[src/rtl/mult_scheduler_pkg.sv]
// Shared types for the multiplier scheduler: operand packet, response
// word and controller state encoding.
package mult_scheduler_pkg;

    typedef struct packed {
        logic signed [15:0] arg_a;
        logic               arg_a_parity;
        logic signed [15:0] arg_b;
        logic               arg_b_parity;
    } rq_pkt_t;

    typedef struct packed {
        logic signed [31:0] mult_res;
        logic               par_error;
        logic               result_par;
        logic               timeout;
    } rsp_t;

    typedef enum logic [1:0] {
        IDLE,
        ISSUE,
        WAIT,
        RESP
    } state_e;

    localparam int TO_CNT_W = 10;

endpackage

[src/rtl/mult_scheduler_rr_arbiter2.sv]
// Two-way round-robin arbiter; priority flips to the other requester
// whenever a grant is taken with en_i high.
module rr_arbiter2 (
    input  logic       clk,
    input  logic       rst_n,
    input  logic [1:0] req_i,
    input  logic       en_i,
    output logic [1:0] gnt_o
);

    logic prio_q;
    logic prio_d;

    always_comb begin
        gnt_o  = req_i;
        prio_d = prio_q;
        if (req_i == 2'b11) begin
            gnt_o = prio_q ? 2'b10 : 2'b01;
        end
        if (en_i && (gnt_o != 2'b00)) begin
            prio_d = gnt_o[0];
        end
    end

    always_ff @(posedge clk or negedge rst_n) begin
        if (!rst_n) begin
            prio_q <= 1'b0;
        end else begin
            prio_q <= prio_d;
        end
    end

endmodule

[src/rtl/mult_scheduler.sv]
// Shares one external multiplier between two requesters, one op at a time.
// Define MULT_SCHEDULER_TIMEOUT_EN to abort a WAIT after TIMEOUT_CYCLES.
module mult_scheduler
    import mult_scheduler_pkg::*;
#(
    parameter int TIMEOUT_CYCLES = 64
) (
    input  logic          clk,
    input  logic          rst_n,
    input  logic [1:0]    rq_valid,
    output logic [1:0]    rq_ready,
    input  rq_pkt_t [1:0] rq_data,
    output logic [1:0]    rsp_valid,
    input  logic [1:0]    rsp_ready,
    output rsp_t [1:0]    rsp_data,
    output logic          mul_req,
    output logic [15:0]   mul_arg_a,
    output logic [15:0]   mul_arg_b,
    output logic          mul_arg_a_parity,
    output logic          mul_arg_b_parity,
    input  logic          mul_ack,
    input  logic [31:0]   mul_result,
    input  logic          mul_result_parity,
    input  logic          mul_arg_parity_error,
    input  logic          mul_result_rdy
);

    state_e  state_q, state_d;
    rq_pkt_t pkt_q, pkt_d;
    logic    id_q, id_d;
    rsp_t    rsp_q, rsp_d;
    rsp_t    res_in;
    logic [1:0] arb_req;
    logic [1:0] gnt;
    logic       arb_en;

`ifdef MULT_SCHEDULER_TIMEOUT_EN
    localparam logic [TO_CNT_W-1:0] TO_LAST = TO_CNT_W'(TIMEOUT_CYCLES - 1);
    logic [TO_CNT_W-1:0] cnt_q, cnt_d;
`endif

    assign res_in = '{
        mult_res:   mul_result,
        par_error:  mul_arg_parity_error,
        result_par: mul_result_parity,
        timeout:    1'b0
    };

    // Requests only reach the arbiter while idle and out of reset
    assign arb_req = (state_q == IDLE && rst_n) ? rq_valid : 2'b00;

    rr_arbiter2 u_arb (
        .clk   (clk),
        .rst_n (rst_n),
        .req_i (arb_req),
        .en_i  (arb_en),
        .gnt_o (gnt)
    );

    assign mul_arg_a        = pkt_q.arg_a;
    assign mul_arg_b        = pkt_q.arg_b;
    assign mul_arg_a_parity = pkt_q.arg_a_parity;
    assign mul_arg_b_parity = pkt_q.arg_b_parity;

    always_comb begin
        state_d   = state_q;
        pkt_d     = pkt_q;
        id_d      = id_q;
        rsp_d     = rsp_q;
        rq_ready  = 2'b00;
        rsp_valid = 2'b00;
        rsp_data  = '0;
        mul_req   = 1'b0;
        arb_en    = 1'b0;
`ifdef MULT_SCHEDULER_TIMEOUT_EN
        cnt_d     = cnt_q;
`endif
        unique case (state_q)
            IDLE: begin
                if (arb_req != 2'b00) begin
                    rq_ready = gnt;
                    arb_en   = 1'b1;
                    id_d     = gnt[1];
                    pkt_d    = rq_data[gnt[1]];
                    state_d  = ISSUE;
                end
            end
            ISSUE: begin
                mul_req = 1'b1;
                if (mul_ack) begin
                    if (mul_result_rdy) begin
                        rsp_d   = res_in;
                        state_d = RESP;
                    end else begin
                        state_d = WAIT;
                    end
`ifdef MULT_SCHEDULER_TIMEOUT_EN
                    cnt_d = '0;
`endif
                end
            end
            WAIT: begin
                if (mul_result_rdy) begin
                    rsp_d   = res_in;
                    state_d = RESP;
                end
`ifdef MULT_SCHEDULER_TIMEOUT_EN
                else if (cnt_q == TO_LAST) begin
                    rsp_d   = '{mult_res: '0, par_error: 1'b0,
                                result_par: 1'b0, timeout: 1'b1};
                    state_d = RESP;
                end else begin
                    cnt_d = cnt_q + 1'b1;
                end
`endif
            end
            RESP: begin
                rsp_valid[id_q] = 1'b1;
                rsp_data[id_q]  = rsp_q;
                if (rsp_ready[id_q]) begin
                    state_d = IDLE;
                end
            end
            default: state_d = IDLE;
        endcase
    end

    always_ff @(posedge clk or negedge rst_n) begin
        if (!rst_n) begin
            state_q <= IDLE;
            pkt_q   <= '0;
            id_q    <= 1'b0;
            rsp_q   <= '0;
        end else begin
            state_q <= state_d;
            pkt_q   <= pkt_d;
            id_q    <= id_d;
            rsp_q   <= rsp_d;
        end
    end

`ifdef MULT_SCHEDULER_TIMEOUT_EN
    always_ff @(posedge clk or negedge rst_n) begin
        if (!rst_n) begin
            cnt_q <= '0;
        end else begin
            cnt_q <= cnt_d;
        end
    end
`endif

endmodule
[config.mk]
export PLATFORM = sky130hd
export DESIGN_NAME = mult_scheduler
export DESIGN_NICKNAME = d
export VERILOG_FILES = /design/src/rtl/mult_scheduler_pkg.sv /design/src/rtl/mult_scheduler_rr_arbiter2.sv /design/src/rtl/mult_scheduler.sv
export SDC_FILE = /design/constraint.sdc
export NUM_CORES = 1
export LEC_CHECK = 0
export ABC_CLOCK_PERIOD_IN_PS = 2190
export BUFFER_PORTS_ARGS = -buffer_cell sky130_fd_sc_hd__buf_2
export CAP_MARGIN = 20
export CORE_MARGIN = 4
export CORE_UTILIZATION = 44
export CTS_CLUSTER_DIAMETER = 200
export DETAILED_ROUTE_END_ITERATION = 10
export GPL_TIMING_DRIVEN = 0
export PLACE_DENSITY = 0.84
export SKIP_CTS_REPAIR_TIMING = 1
export SYNTH_ARGS = -nofsm -noshare
export SYNTH_HDL_FRONTEND = slang
export SYNTH_SLANG_ARGS = --single-unit
export TNS_END_PERCENT = 1
[constraint.sdc]
create_clock -name clk -period 2.19 [get_ports clk]
set_input_delay 0.3285 -clock clk [delete_from_list [all_inputs] [get_ports clk]]
set_output_delay 0.3285 -clock clk [all_outputs]
set_load 0.05 [all_outputs]
Word-level counts from Yosys, hierarchy flattened
Index checks and enable logic that the tools add are counted.
{ "classes": {"order_cmp": 3, "eq_ne": 8, "n_mux": 27, "bitwise_logic": 1, "n_reduce_logical": 10} }
{ "ops": {"columns": ["cell", "n"], "rows": [
  ["2-to-1 mux 35 bit", 3],
  ["AND 70 bit", 1],
  ["2-to-1 mux 70 bit", 1],
  ["case mux 35 bit (2 select lines)", 1],
  ["2-to-1 mux 34 bit", 2],
  ["demux 35 bit (select 1 bit)", 1],
  ["2-to-1 mux 2 bit", 10],
  ["case mux 2 bit (4 select lines)", 1],
  ["2-to-1 mux 1 bit", 7],
  ["equality test 2 bit (second input constant)", 3],
  ["inequality test 2 bit (second input constant)", 3],
  ["nonzero test 2 bit", 3],
  ["< comparator 1 x 2 -> 1 bit (second input constant)", 2],
  ["AND reduction 2 bit", 2],
  ["AND reduction 4 bit", 1],
  ["logical AND 1 bit", 3],
  ["equality test 2 x 1 -> 1 bit (second input constant)", 1],
  ["zero test 2 bit", 1],
  ["inequality test 2 x 1 -> 1 bit (second input constant)", 1],
  ["demux 1 bit (select 1 bit)", 1],
  ["greater-or-equal comparator 1 bit (second input constant)", 1]
]} }
{ "totals": {"ff_bits": 73, "input_bits": 110, "output_inout_bits": 109} }

Logic depth before layout (Yosys ltp)
Gate-level depths: netlist of the first run.
{ "logic_depth": {"word_depth": 7, "mapped_depth": 7, "ltp_nobuf": 6} }

By module
Synthesis of the first run repeated with hierarchy kept, for this count alone.
{ "unflattened": {"hier_cells": 337, "area_unflattened_um2": 3801.1} }
{ "modules_own_cells": {"columns": ["module", "instances", "cells_each", "area_each_um2", "seq_area_each_um2"], "rows": [
  ["mult_scheduler", 1, 331, 3746.1, 1776.7],
  ["rr_arbiter2", 1, 6, 55.1, 25.0]
]} }

Worst setup path after synthesis of the first run
Ideal clock, no wire load.
{ "synth_timing": {"kind": "register -> output", "startpoint": "reg state_q[0]", "endpoint": "out rsp_data[26] (netlist bit)", "t_arrival_ns": 1.932, "required_time_ns": 1.862, "setup_slack_ns": -0.070, "stages_incl_launch_ff": 5, "path_cell_list": "dfrtp_1 > ha_1 > nor2b_1 > clkbuf_1 > and2_1"} }
{ "synth_rtl": {"columns": ["item", "line_no", "rtl"], "rows": [
  ["start, declared", "mult_scheduler.sv:28", "state_e state_q, state_d;"],
  ["start signal, assigned", "mult_scheduler.sv:135", "state_q <= state_d;"],
  ["end, declared", "mult_scheduler.sv:15", "output rsp_t [1:0] rsp_data,"]
]} }

==> flow_metrics.env, run 1 <==
export IMPL_status="finished, final reports clean"
export IMPL_syn_area_mm2=0.00368
export IMPL_finalSetupViolCount=0
export IMPL_initial_utilization=0.450
export IMPL_final_setup_worst_slack_ns=0.0881
export IMPL_max_stage_delay_ns=0.43
export IMPL_p_leak_nw=3.13
export IMPL_clock_skew_ns=0.0126
export IMPL_post_place_ws_ns=-0.0357
export IMPL_crit_arrival_ns=1.77
export IMPL_final_antenna_net_count=0
export IMPL_worstMarginPinSlew_ns=0.929
export IMPL_clk_path_buf_depth=2
export IMPL_ys_types=29
export IMPL_routedWlPerCell_um=15.8
export IMPL_layout_commonest_cell="buf_2"
export IMPL_grt_use_total=0.213
export IMPL_path_class="reg2out"
export IMPL_postSynthAreaPerCell_um2=10.9
export IMPL_clk_pin_slew_ns=0.08
export IMPL_cts_tree="yes"
export IMPL_slew_violations=0
export IMPL_dpl_cell_area_mm2=0.00492
export IMPL_period_share=0.960
export IMPL_io_pins=219
export IMPL_cp_cell_sequence="ha_1 -> nor2b_4 -> clkbuf_4 -> and2_1 -> buf_2"
export IMPL_grt_pass1_wl_um=16800
export IMPL_antenna_found_initial=0
export IMPL_fin_cells=680
export IMPL_cts_root_buf="clkbuf_8"
export IMPL_drive_above_1_share=0.501
export IMPL_grt_pass1_vias=3527
export IMPL_syn_inst=338
export IMPL_drt_total_wl_um=10700
export IMPL_start_kind="flop"
export IMPL_finish_instance_area_mm2=0.00535
export IMPL_rows=33
export IMPL_peakVddDrop_v=0.000755
export IMPL_synth_seq_cells=72
export IMPL_maxCapViolCount=0
export IMPL_fp_dieArea_mm2=0.00988
export IMPL_rr_worst_depth=6
export IMPL_maxSlewHeadroom=0.379
export IMPL_gr_total_overflow=0
export IMPL_vias_per_cell=4.98
export IMPL_gp_congestion=0.844
export IMPL_end_kind="output pin"
export IMPL_critPathSlowestCell="dfrtp_1"
export IMPL_yosysSeqAreaShare=0.490
export IMPL_layout_common_cells="buf_2 (169), dfrtp_1 (72), clkbuf_4 (48)"
export IMPL_multi_input_area_mm2=0.00169
export IMPL_io_buffers=216
export IMPL_nFillCells=671
export IMPL_cts_sinks=72
export IMPL_h_tree_depth=3
export IMPL_clkLatencyLatePin_ns=0.34
export IMPL_via_count=3385
export IMPL_dieWidth_um=99.4
export IMPL_timing_critical_path_fanout_max=10
export IMPL_n_antenna_cell=0
export IMPL_clock_fmax_mhz=476
export IMPL_power_density_mw_per_mm2=1570
export IMPL_cp_required_ns=1.86
export IMPL_first_pass_iters=4
export IMPL_hold_class="in2async"
export IMPL_seq_area_mm2=0.00180
export IMPL_areaGrowthSynthToFinish_pct=45.4
export IMPL_min_period_ns=2.10
export IMPL_hold_viol_final=0
export IMPL_coreArea_mm2=0.00818
export IMPL_fin_nets=684
export IMPL_numCtsBuffers=9
export IMPL_drc=0
export IMPL_drt_iter0_drc=47
export IMPL_post_dp_hpwl_um=8420
export IMPL_yosysWarnings=0
export IMPL_dp_cells=661
export IMPL_die_h_um=99.4
export IMPL_grt_max_degree=53
-- sequential cells by signal, indices dropped and copies added (netlist names) --
register,count
rsp_q,34
mul_arg_a,16
id_q,1
mul_arg_a_parity,1
u_arb.prio_q,1
mul_arg_b,16
mul_arg_b_parity,1
state_q,2
-- synthesized netlist by cell type (all sizes together) --
cell type / number / area, um^2
a22oi: 1 / 7.51
a21oi: 5 / 25.0
o2111ai: 1 / 15.0
clkbuf: 17 / 63.8
nand3: 1 / 5.00
nand2: 37 / 146
ha: 4 / 50.1
and2: 35 / 219
a211oi: 1 / 7.51
inv: 6 / 22.5
a31o: 1 / 8.76
conb: 1 / 3.75
and3: 34 / 213
o21ai: 36 / 180
o211ai: 1 / 12.5
dfrtp: 72 / 1800
buf: 10 / 125
a31oi: 1 / 6.26
mux2i: 35 / 350
nor2: 2 / 7.51
mux2: 35 / 394
nor2b: 2 / 12.5
-- per-layer routing --
metal	GRT usage	wire (um)	up-vias
met3	0.0666	982	10
met4	0.0630	107	0
met2	0.388	5560	156
li1	-	-	1618
met5	0	0	-
met1	0.239	4080	1601
-- final timing paths --
check,start,end,slack (ns)
worst max-delay path,state_q[1],rsp_data[25],0.09
worst min-delay path,rst_n,mul_arg_a[7],0.03
worst max register to register,state_q[1],rsp_q[32],0.26
worst min register to register,mul_arg_a[7],mul_arg_a[7],0.48
max in group asynchronous,rst_n,mul_arg_b[6],0.84
min in group clk,mul_result[2],rsp_q[5],0.20
-- layout make-up --
type / count / area share
flip-flops and latches: 72 / 0.337
multi-input cells: 234 / 0.316
repair buffers: 220 / 0.235
plain buffers: 27 / 0.0400
clock buffers: 12 / 0.0290
well taps: 105 / 0.0246
clock inverters: 4 / 0.0143
inverters: 6 / 0.00421
-- cell families after synthesis --
kind of cell	after synthesis	share of synthesized area
DFF	72	0.490
muxes	70	0.202
and+or+nand+nor	111	0.164
other	1	0.00102
buffers and inverters	33	0.0575
AOI/OAI and AO/OA	47	0.0715
adders and majority gates	4	0.0136
-- metrics by stage --
step / hold slack, ns / power, mW / TNS [ns] / utilization
floorplan: 0.0329 / 5.87 / 0 / -
global placement: 0.457 / 6.92 / -24.29 / 0.599
detailed placement: 0.260 / 7.06 / -0.185 / 0.602
CTS: -0.119 / 8.27 / -17.41 / 0.631
global route: 0.0355 / 8.91 / -0.0182 / 0.654
finish: 0.0342 / 8.41 / 0 / 0.654
-- critical path, delay by kind of cell, from the launching register on --
family                   cells  cell delay [ns]
AND/OR/NAND/NOR              2             0.33
adder cells (fa/ha/maj)      1             0.20
buffers and inverters        2             0.47
flip-flops                   1             0.43
-- power breakdown --
part           internal (mW)  switching, mW  total, mW  leakage, nW
sequential              1.98          0.389       2.37        0.876
combinational           1.50           3.33       4.84         2.14
clock                  0.707          0.504       1.21        0.113
total                   4.19           4.23       8.41         3.13
(Power assumes the default switching activity.)
==> run 2, diff against run 1 <==
Settings changed: CORE_ASPECT_RATIO from default to 0.8.
==> run 2 against run 1 <==
  * Register-to-register slack better by 0.04 ns
  * Critical path type unchanged
  * Non-clock buffer count unchanged
  * Clock-buffer cell count did not move
  * Utilization increased by 1.4 points
  * Die area about the same
  * Flip-flop and latch count did not move
  * Hold slack lost 0.041 ns
  * Clock power barely moved
  * The flow now finishes with violations (hold timing)
  * Combinational power increased by 0.8%
  * Setup slack got worse by 0.031 ns
  * Clock skew shrank 0.0034 ns
  * Highest routed layer unchanged
==> flow_metrics.env, run 2 (synthesis results as in run 1) <==
export IMPL_grt_setup_unrepaired="yes"
export IMPL_min_period_ns=2.13
export IMPL_worstMarginPinSlew_ns=0.502
export IMPL_drc=0
export IMPL_hold_viol_final=3
export IMPL_largest_reg_flops=34
export IMPL_antenna_found_initial=0
export IMPL_via_count=3363
export IMPL_post_dp_hpwl_um=8310
export IMPL_rows=29
export IMPL_p_leak_nw=3.14
export IMPL_timing_critical_path_fanout_max=10
export IMPL_peakVddDrop_v=0.00106
export IMPL_fin_nets=684
export IMPL_layout_commonest_cell="buf_2"
export IMPL_crit_arrival_ns=1.80
export IMPL_violations="hold timing"
export IMPL_drt_iter0_drc=137
export IMPL_io_buffers=216
export IMPL_h_tree_depth=3
export IMPL_gr_total_overflow=0
export IMPL_gp_congestion=0.878
export IMPL_maxSlewHeadroom=0.666
export IMPL_grt_pass1_wl_um=16700
export IMPL_finalSetupViolCount=0
export IMPL_end_kind="output pin"
export IMPL_maxCapViolCount=0
export IMPL_initial_utilization=0.459
export IMPL_path_class="reg2out"
export IMPL_slew_violations=0
export IMPL_cts_sinks=72
export IMPL_clock_skew_ns=0.00925
export IMPL_final_antenna_net_count=0
export IMPL_regMostFlops="rsp_q"
export IMPL_clk_path_buf_depth=2
export IMPL_fp_dieArea_mm2=0.00989
export IMPL_dp_cells=664
export IMPL_cp_required_ns=1.86
export IMPL_dpl_cell_area_mm2=0.00493
export IMPL_finish_instance_area_mm2=0.00536
export IMPL_fin_cells=683
export IMPL_drt_total_wl_um=10800
export IMPL_holdWs_ns=-0.00648
export IMPL_clkLatencyLatePin_ns=0.33
export IMPL_clock_fmax_mhz=469
export IMPL_power_density_mw_per_mm2=1580
export IMPL_io_pins=219
export IMPL_crit_start="state_q[0]"
export IMPL_vias_per_cell=4.92
export IMPL_period_share=0.974
export IMPL_grt_pass1_vias=3373
export IMPL_postLayoutCoreUtil=0.668
export IMPL_hold_class="in2async"
export IMPL_grt_max_degree=74
export IMPL_cts_tree="yes"
export IMPL_status="finished, violations left"
export IMPL_grt_use_total=0.213
export IMPL_coreArea_mm2=0.00802
export IMPL_clk_pin_slew_ns=0.08
export IMPL_layout_common_cells="buf_2 (172), dfrtp_1 (72), clkbuf_4 (46)"
export IMPL_n_antenna_cell=0
export IMPL_p_total_mw=8.47
export IMPL_areaGrowthSynthToFinish_pct=45.7
export IMPL_dieWidth_um=110
export IMPL_start_kind="flop"
export IMPL_numCtsBuffers=9
export IMPL_final_setup_worst_slack_ns=0.0572
export IMPL_post_place_ws_ns=-0.0527
export IMPL_r2r_start="state_q[1]"
export IMPL_die_h_um=89.8
export IMPL_routedWlPerCell_um=15.9
export IMPL_drive_above_1_share=0.503
export IMPL_first_pass_iters=4
export IMPL_setup_tns_ns=0
export IMPL_cts_root_buf="clkbuf_8"
[run 2: cell type report]
type	count	area [um^2]
Multi-Input combinational cell	234	1690
Tap cell	108	135
Buffer	27	219
Clock buffer	12	165
Sequential cell	72	1800
Timing Repair Buffer	220	1250
Inverter	6	22.5
Clock inverter	4	75.1
Fill cell	641	2660
[run 2: final timing paths]
kind	end	slack (ns)	cells past startpoint
max	rsp_data[8]	0.06	5
max reg2reg	rsp_q[6]	0.30	6
min	rsp_q[4]	-0.006	2
min reg2reg	mul_arg_b[2]	0.48	2
min in group clk	rsp_q[5]	0.21	2
max in group asynchronous	rsp_q[1]	1.66	2
[run 2: per-layer routing]
| layer | routed length, um | global-route usage | vias up | share of wire |
|---|---|---|---|---|
| li1 | - | - | 1615 | - |
| met4 | 123 | 0.0564 | 0 | 0.011 |
| met5 | 0 | 0 | - | 0 |
| met1 | 4370 | 0.260 | 1647 | 0.40 |
| met3 | 470 | 0.0408 | 10 | 0.043 |
| met2 | 5880 | 0.381 | 91 | 0.54 |
[run 2: worst max-delay path, stage by stage (launching register included)]
cell	delay (ns)
dfrtp_1	0.41
ha_1	0.19
nor2b_4	0.27
buf_4	0.21
and2_1	0.15
clkbuf_4	0.23
[run 2: where the power goes]
part	total [mW]	internal (mW)	leakage (nW)	switching (mW)
clock network	1.21	0.735	0.115	0.477
registers	2.38	1.98	0.876	0.398
logic	4.88	1.51	2.14	3.36
total	8.47	4.23	3.14	4.24
==> run 3, diff against run 2 <==
Settings changed: PLACE_DENSITY 0.84 to 0.83, SYNTH_HIERARCHICAL from default to 1.
==> run 3 against run 2 <==
  * Cell area up 2.3%
  * Clock skew is 0.0031 ns lower
  * Highest routed layer unchanged
  * The flow now finishes without violations
  * Non-clock buffer count grew 3
  * Area after synthesis up 3.4%
  * Via count fell by 0.30%
  * Maximum frequency rose by 0.16%
==> flow_metrics.env, run 3 <==
export IMPL_status="finished, final reports clean"
export IMPL_ys_types=31
export IMPL_synth_xor_area_frac=0
export IMPL_clk_pin_slew_ns=0.08
export IMPL_clock_skew_ns=0.00614
export IMPL_gp_congestion=0.860
export IMPL_end_kind="output pin"
export IMPL_rr_worst_depth=9
export IMPL_dieWidth_um=112
export IMPL_grt_pass1_wl_um=17600
export IMPL_largest_reg_flops=34
export IMPL_cts_tree="yes"
export IMPL_antenna_found_initial=0
export IMPL_layout_common_cells="buf_2 (188), dfrtp_1 (70), and2_1 (36), o21ai_0 (36), and3_1 (35)"
export IMPL_io_pins=219
export IMPL_cts_sinks=72
export IMPL_peakVddDrop_v=0.000778
export IMPL_slew_violations=0
export IMPL_path_class="reg2out"
export IMPL_critPathSlowestCell="dfrtp_2"
export IMPL_rows=30
export IMPL_start_kind="flop"
export IMPL_initial_utilization=0.450
export IMPL_syn_inst=337
export IMPL_via_count=3353
export IMPL_final_antenna_net_count=0
export IMPL_yosysWarnings=6
export IMPL_yosysSeqAreaShare=0.474
export IMPL_clkLatencyLatePin_ns=0.34
export IMPL_drt_iter0_drc=179
export IMPL_vias_per_cell=4.87
export IMPL_clock_fmax_mhz=470
export IMPL_postLayoutCoreUtil=0.649
export IMPL_p_leak_nw=3.07
export IMPL_gr_total_overflow=0
export IMPL_met1_usage=0.273
export IMPL_yosys_area_share_simple=0.166
export IMPL_areaGrowthSynthToFinish_pct=44.2
export IMPL_synth_fa_ha_area_frac=0.0132
export IMPL_first_pass_iters=5
export IMPL_synth_compound_area_frac=0.0685
export IMPL_hold_viol_final=0
export IMPL_synth_async_reset_ratio=1.00
export IMPL_cts_root_buf="clkbuf_8"
export IMPL_postSynthAreaPerCell_um2=11.3
export IMPL_grt_setup_unrepaired="yes"
export IMPL_fin_nets=686
export IMPL_seq_area_mm2=0.00180
export IMPL_synth_ff_type="dfrtp_1"
export IMPL_coreArea_mm2=0.00845
export IMPL_synth_mux_area_fraction=0.228
export IMPL_max_stage_delay_ns=0.45
export IMPL_crit_arrival_ns=1.80
export IMPL_die_h_um=91.1
export IMPL_holdWs_ns=0.0185
export IMPL_clk_path_buf_depth=2
export IMPL_timing_critical_path_fanout_max=11
export IMPL_cp_required_ns=1.86
export IMPL_hold_class="in2async"
export IMPL_drt_total_wl_um=11100
export IMPL_routedWlPerCell_um=16.2
export IMPL_grt_pass1_vias=3404
export IMPL_cp_cell_sequence="ha_4 -> and2b_2 -> clkbuf_4 -> and2_1 -> buf_4"
export IMPL_multi_input_area_mm2=0.00185
export IMPL_grt_use_met3=0.0480
export IMPL_syn_area_mm2=0.00380
export IMPL_maxCapViolCount=0
export IMPL_synth_largest_area_cell="dfrtp_1"
export IMPL_numCtsBuffers=9
export IMPL_n_antenna_cell=0
export IMPL_grt_use_total=0.215
export IMPL_layout_commonest_cell="buf_2"
export IMPL_synth_most_common_cell="dfrtp_1"
export IMPL_ys_top_cells_by_count="dfrtp_1 (72), and2_1 (37), and3_1 (36), o21ai_0 (36)"
export IMPL_synth_top_family_by_area="multiplexers"
export IMPL_h_tree_depth=3
export IMPL_fp_dieArea_mm2=0.0102
export IMPL_power_density_mw_per_mm2=1570
export IMPL_grt_max_degree=41
export IMPL_post_place_ws_ns=-0.390
export IMPL_top_usage_layer="met2"
export IMPL_finalSetupViolCount=0
export IMPL_post_dp_hpwl_um=8790
export IMPL_synth_seq_cells=72
export IMPL_use_met2=0.369
export IMPL_min_period_ns=2.13
export IMPL_synth_edf_count=0
export IMPL_drive_above_1_share=0.529
export IMPL_regMostFlops="rsp_q"
export IMPL_period_share=0.972
export IMPL_synth_area_top_cells="dfrtp_1 (47%), mux2_4 (13%), mux2i_1 (9.0%), and2_1 (6.1%), and3_1 (5.9%)"
export IMPL_drc=0
export IMPL_synth_top_cell_area_share=0.474
export IMPL_final_setup_worst_slack_ns=0.0607
export IMPL_io_buffers=216
export IMPL_nFillCells=691
run 3: kinds of logic after synthesis:
logic type	Yosys count
other	1
multiplexers	70
buffers and inverters	32
AO/OA/AOI/OAI	45
flip-flops	72
AND/OR/NAND/NOR	113
adder cells (fa/ha/maj)	4
run 3: where the power goes:
group / leakage (nW) / switching (mW) / internal [mW]
sequential: 0.876 / 0.438 / 1.98
clock: 0.103 / 0.460 / 0.586
combinational: 2.09 / 3.37 / 1.79
total: 3.07 / 4.27 / 4.36
run 3: cell type report:
cell class / count / share of cell area
clock inverter: 3 / 0.00730
tap: 112 / 0.0256
buffer: 26 / 0.0340
inverter: 5 / 0.00342
sequential: 72 / 0.329
timing repair buffer: 224 / 0.234
multi-input combinational: 234 / 0.338
clock buffer: 13 / 0.0290
run 3: per-layer routing:
layer / up-vias / part of all wire
li1: 1622 / -
met5: - / 0
met1: 1619 / 0.42
met4: 0 / 0.012
met2: 100 / 0.52
met3: 12 / 0.051
run 3: per-stage QoR:
| stage | std cells | total power [mW] | TNS (ns) | instance area (um^2) |
|---|---|---|---|---|
| after floorplan | 338 | 6.12 | 0 | 3800 |
| after global placement | 666 | 7.19 | -36.13 | 5030 |
| after detailed placement | 667 | 7.35 | -14.61 | 5050 |
| after CTS | 683 | 8.43 | -28.10 | 5250 |
| after global routing | 689 | 9.11 | -0.233 | 5480 |
| final | 689 | 8.63 | 0 | 5480 |
run 3: critical path: cells and delay by family, from the launching register on:
kind | cells | cell delay (ns)
flops | 1 | 0.45
simple gates | 2 | 0.41
buf+inv | 2 | 0.37
fa+ha+maj | 1 | 0.22
run 3: final timing paths:
path | startpoint | slack [ns] | to
worst max register to register | state_q[0] | 0.11 | mul_arg_a[14]
min in group clk | mul_result[0] | 0.21 | rsp_q[3]
max in group asynchronous | rst_n | 1.94 | state_q[0]
worst max-delay path | state_q[0] | 0.06 | rsp_data[17]
worst min-delay path | rst_n | 0.02 | rsp_q[34]
worst min register to register | mul_arg_b_parity | 0.48 | mul_arg_b_parity
